**src/rtl/edge_frame_capture.sv**
```systemverilog
// One-shot raster frame capture into a write-only frame-buffer port.
// Define CAPTURE_BINARIZE_EN to threshold pixels to all-ones / zero.
module edge_frame_capture #(
  parameter int WIDTH  = 8,
  parameter int H_RES  = 640,
  parameter int V_RES  = 480,
  parameter int ADDR_W = $clog2(H_RES*V_RES)
) (
  input  logic              clk,
  input  logic              rstn,
  input  logic              i_vsync,
  input  logic              i_hsync,
  input  logic              i_de,
  input  logic [WIDTH-1:0]  i_data,
  input  logic              i_start,
  input  logic [WIDTH-1:0]  i_threshold,
  output logic              o_we,
  output logic [ADDR_W-1:0] o_waddr,
  output logic [WIDTH-1:0]  o_wdata,
  output logic              o_busy,
  output logic              o_done,
  output logic              o_frame_err
);

  localparam int XW = $clog2(H_RES+1);
  localparam int YW = $clog2(V_RES+1);

  typedef enum logic [1:0] {
    S_IDLE,
    S_ARM,
    S_CAP,
    S_DONE
  } state_t;

  state_t            r_state;
  logic              r_vsync_q;
  logic              r_de_q;
  logic [XW-1:0]     r_x;
  logic [YW-1:0]     r_y;
  logic [ADDR_W-1:0] r_addr;
  logic              r_we;
  logic [ADDR_W-1:0] r_waddr;
  logic [WIDTH-1:0]  r_wdata;
  logic              r_busy;
  logic              r_done;
  logic              r_err;

  logic              w_vs_rise;
  logic              w_de_fall;
  logic              w_x_ok;
  logic              w_last_y;
  logic              w_last_px;
  logic              w_end;
  logic [WIDTH-1:0]  w_pix;
  logic [ADDR_W-1:0] w_gap;
  logic              w_unused;

  assign w_vs_rise = i_vsync & ~r_vsync_q;
  assign w_de_fall = ~i_de & r_de_q;
  assign w_x_ok    = r_x < XW'(H_RES);
  assign w_last_y  = r_y == YW'(V_RES-1);
  assign w_last_px = i_de & w_last_y
                   & (r_x == XW'(H_RES-1));
  // Frame completes normally even if vsync
  // rises on the very last pixel or de fall.
  assign w_end     = w_last_px
                   | (w_de_fall & w_last_y);
  assign w_gap     = ADDR_W'(H_RES)
                   - ADDR_W'(r_x);

`ifdef CAPTURE_BINARIZE_EN
  logic [WIDTH-1:0] r_thr;
  assign w_pix    = (i_data >= r_thr)
                  ? {WIDTH{1'b1}} : '0;
  assign w_unused = i_hsync;
`else
  assign w_pix    = i_data;
  assign w_unused = i_hsync ^ (^i_threshold);
`endif

  always_ff @(posedge clk or negedge rstn) begin
    if (!rstn) begin
      r_state   <= S_IDLE;
      r_vsync_q <= 1'b0;
      r_de_q    <= 1'b0;
      r_x       <= '0;
      r_y       <= '0;
      r_addr    <= '0;
      r_we      <= 1'b0;
      r_waddr   <= '0;
      r_wdata   <= '0;
      r_busy    <= 1'b0;
      r_done    <= 1'b0;
      r_err     <= 1'b0;
`ifdef CAPTURE_BINARIZE_EN
      r_thr     <= '0;
`endif
    end else begin
      r_vsync_q <= i_vsync;
      r_de_q    <= i_de;
      r_we      <= 1'b0;
      r_done    <= 1'b0;
      unique case (r_state)
        S_IDLE: begin
          if (i_start) begin
            r_state <= S_ARM;
            r_busy  <= 1'b1;
            r_err   <= 1'b0;
          end
        end
        S_ARM: begin
          r_x    <= '0;
          r_y    <= '0;
          r_addr <= '0;
          if (w_vs_rise) begin
            r_state <= S_CAP;
`ifdef CAPTURE_BINARIZE_EN
            r_thr   <= i_threshold;
`endif
          end
        end
        S_CAP: begin
          if (w_vs_rise && !w_end) begin
            r_state <= S_DONE;
            r_done  <= 1'b1;
            r_busy  <= 1'b0;
            r_err   <= 1'b1;
          end else begin
            if (i_de) begin
              if (w_x_ok) begin
                r_we    <= 1'b1;
                r_waddr <= r_addr;
                r_wdata <= w_pix;
                r_addr  <= r_addr + ADDR_W'(1);
                r_x     <= r_x + XW'(1);
              end else begin
                r_err <= 1'b1;
              end
            end else if (w_de_fall) begin
              r_x <= '0;
              r_y <= r_y + YW'(1);
              if (w_x_ok) begin
                r_addr <= r_addr + w_gap;
                r_err  <= 1'b1;
              end
            end
            if (w_end) begin
              r_state <= S_DONE;
              r_done  <= 1'b1;
              r_busy  <= 1'b0;
            end
          end
        end
        S_DONE: begin
          r_state <= S_IDLE;
        end
      endcase
    end
  end

  assign o_we        = r_we;
  assign o_waddr     = r_waddr;
  assign o_wdata     = r_wdata;
  assign o_busy      = r_busy;
  assign o_done      = r_done;
  assign o_frame_err = r_err;

endmodule
```
**config.mk**
```make
export PLATFORM = sky130hd
export DESIGN_NAME = edge_frame_capture
export DESIGN_NICKNAME = d
export VERILOG_FILES = /design/src/rtl/edge_frame_capture.sv
export SDC_FILE = /design/constraint.sdc
export NUM_CORES = 1
export LEC_CHECK = 0
export ABC_AREA = 1
export CORE_ASPECT_RATIO = 0.8
export CORE_UTILIZATION = 45
export CTS_CLUSTER_SIZE = 14
export DETAILED_ROUTE_END_ITERATION = 8
export PLACE_DENSITY = 0.75
export SLEW_MARGIN = 20
export SYNTH_ARGS = -nofsm -noshare
export SYNTH_HDL_FRONTEND = slang
export SYNTH_SLANG_ARGS = --single-unit
```
**constraint.sdc**
```tcl
create_clock -name clk -period 2.39 [get_ports clk]
set_input_delay 0.3585 -clock clk [delete_from_list [all_inputs] [get_ports clk]]
set_output_delay 0.3585 -clock clk [all_outputs]
set_load 0.005 [all_outputs]
```
==> results.md <==
- Gr usage total: 25.5%
- 1st-pass router iterations: 5
- Final worst path period share: 108%
- Largest net degree at the start of global routing: 74
- Worst-skew pair later-pin latency: 0.34 ns
- RSZ-0062 raised after global routing: true
- Clock sink count: between 70 and 80
- Placed wire-length estimate: about 9.4 mm
- Routed Antenna Nets: 0
- Routed WL: 13.4 mm
- Status: finished, violations left
- Final hold violations: 0
- Worst setup margin: -0.187 ns
- CP max FO: 4
- Endpoints failing setup: 14
- Nets: roughly 880
- First DRT Iteration DRCs: 203
- Setup Skew: approximately 0.0055 ns
- Site Rows: 33
- Slew Viols, Final: 0
- DP Area: roughly 6100 sq um
- Finished Layout Cells: around 970
- Syn. warnings: 0
- Critical path data required time: ~2.7 ns
- Count of different cell masters after synthesis: 37
- Fin util: 66.1%
- Die Area: between 10,000 and 15,000 sq um
- Most frequent cells in the layout: 259 x nand2_1, 80 x buf_4, 72 x dfrtp_1, 61 x inv_1, 44 x nand3_1
- Slew HR: ~70%
- Crit end category: flop
- Drc violations: 0
- Minimum clock period after layout: 2.58 ns
- CTS root buf: clkbuf_16
- Total Neg Setup Slack: -1.34 ns
- Gpl congestion: approximately 0.9
- Port Buffer Count: 43
- Share of layout cells above drive strength 1: between 20 and 30%
- CTS H-tree depth: 3
- Post-DR wirelength/cell: ~14 um
- Clock Path Buffers: 2
- Die width: 118 um
- IO Pins: between 50 and 60
- Area growth syn-to-layout: 41.2%
- Reg clk slew, reported paths: roughly 0.060 ns
- Static leakage: 3.51 nW
- Die height: around 95 um
- Pwr/cell area: between 800 and 900 nW/um^2
- Max cap viols: 0
- CP arrival: between 2 and 3 ns
- Pwr Total: roughly 5.6 mW
- ANT cells: 0
- Startpoint types: flop
- Vias per cell: roughly 5
- Core Region: between 10,000 and 15,000 sq um
- R2R cell count: 18
- CTS tree: done
- Vias: between 4,000 and 5,000
- Failing checks: setup timing
- Worst slew pin tran: roughly 0.42 ns
- Worst min path class: input pin to asynchronous set/reset pin
- Flop-to-flop setup slack: -0.19 ns
- Synth Net Count: between 700 and 800
- Final instance area: just under 7000 sq um
- VDD IR max: between 0.0007 and 0.0008 V
- R2R Path End: r_addr[15]
- Gate count of the mapped netlist: 704
- Hold WS: about 0.046 ns
- GRT overflow: 0
- Post-Syn Area: 4870 sq um
- Vias in the first global route: approximately 5,000
- Avg Inst Size Synth: 6.92 sq um
- WS Path Type: flop to flop
- Register area share after synthesis: a little under two fifths
- CTS Buf Count: 9
- Placed cell count: 939
- Seq cells post-synth: 73
- Placement Setup Slack: -0.291 ns
- Critical R2R Launch: r_x[0]
- Initial Utilization: 46.8%
- Commonest non-fill, non-tap cell in the layout: nand2_1
- Initial antenna violation count: 0
- Layout filler cell count: between 800 and 900
- FMAX: slightly below 0.4 GHz
- First-pass GRT wire length: roughly 23 mm
==> flip-flops by register name, indices dropped and copies added (netlist names) <==
name,count
o_wdata,8
r_vsync_q,1
r_x,10
r_y,9
o_waddr,19
o_done,1
r_de_q,1
o_busy,1
o_frame_err,1
r_state,2
r_addr,19
o_we,1
==> how the worst max path moves through the flow <==
stage	startpoint	end	slack, ns
6_report	r_x[0]	r_addr[15]	-0.19
5_1_grt	r_x[1]	r_addr[14]	-0.34
4_1_cts	r_x[0]	r_addr[18]	-0.12
3_5_place_dp	i_de	r_addr[17]	-0.29
3_3_place_gp	i_de	r_addr[14]	-0.27
2_1_floorplan	r_x[0]	r_addr[9]	0.02
==> timing repair <==
item	4_1_cts	5_1_grt
hold buffers	0	0
setup buffers	8	9
resized for setup	40	54
pin swaps	21	49
endpoints found under the setup margin	14	16
==> synthesized netlist by cell type, drive strengths merged <==
master	number	area (sq um)
and2	3	18.8
fa	1	20.0
or2	6	37.5
clkbuf	5	18.8
clkinv	2	8.75
dfrtp	73	1830
xor2	8	70.1
nand2	289	1090
o21ai	28	140
a31oi	1	6.26
nor4	4	25.0
xnor2	3	26.3
nand4	4	25.0
nand3b	7	52.6
nor3	12	70.1
o21a	1	7.51
ha	25	313
nand3	60	333
a21boi	1	7.51
o21bai	3	22.5
a211oi	1	7.51
inv	74	278
o211ai	1	7.51
nor2	52	218
a21oi	26	130
buf	14	108
==> critical path, stage by stage, from the launching register on <==
cell	delay [ns]
dfrtp_1	0.40
inv_4	0.05
ha_4	0.16
inv_2	0.06
nor2_4	0.04
buf_4	0.13
buf_6	0.11
a21oi_2	0.12
nor3_2	0.06
ha_2	0.38
nand2_2	0.10
buf_4	0.14
nor2_1	0.14
nand3_1	0.12
nand2_2	0.14
nand2_2	0.08
nand3b_1	0.09
nand3_1	0.08
o21ai_1	0.12
==> final cells by class <==
type	instances	area (sq um)	area share [%]
clock inverter	7	71.3	1.04
tap	140	175	2.55
inverter	76	295	4.29
sequential	73	1830	26.6
multi-input combinational	536	3140	45.7
clock buffer	9	225	3.27
timing repair buffer	131	1140	16.6
==> layer usage <==
metal | wire length [um] | share of wire, % | track usage [%]
met2 | 6350 | 47 | 42.8
met5 | 0 | 0 | 0
met3 | 742 | 5.5 | 4.61
met4 | 274 | 2.0 | 9.62
met1 | 6060 | 45 | 33.0
==> cells by family after synthesis <==
| kind of cell | Yosys count | synth area share, % |
|---|---|---|
| xor+xnor | 11 | 1.98 |
| simple gates | 437 | 38.4 |
| flops | 73 | 37.5 |
| fa+ha+maj | 26 | 6.83 |
| buf+inv | 95 | 8.48 |
| compound gates | 62 | 6.76 |
==> report_power, final <==
part | internal [mW] | switching, mW | total (mW)
Combinational | 1.19 | 1.36 | 2.56
Clock | 0.805 | 0.536 | 1.34
Sequential | 1.49 | 0.191 | 1.68
Total | 3.48 | 2.09 | 5.57
(Power assumes the default switching activity.)
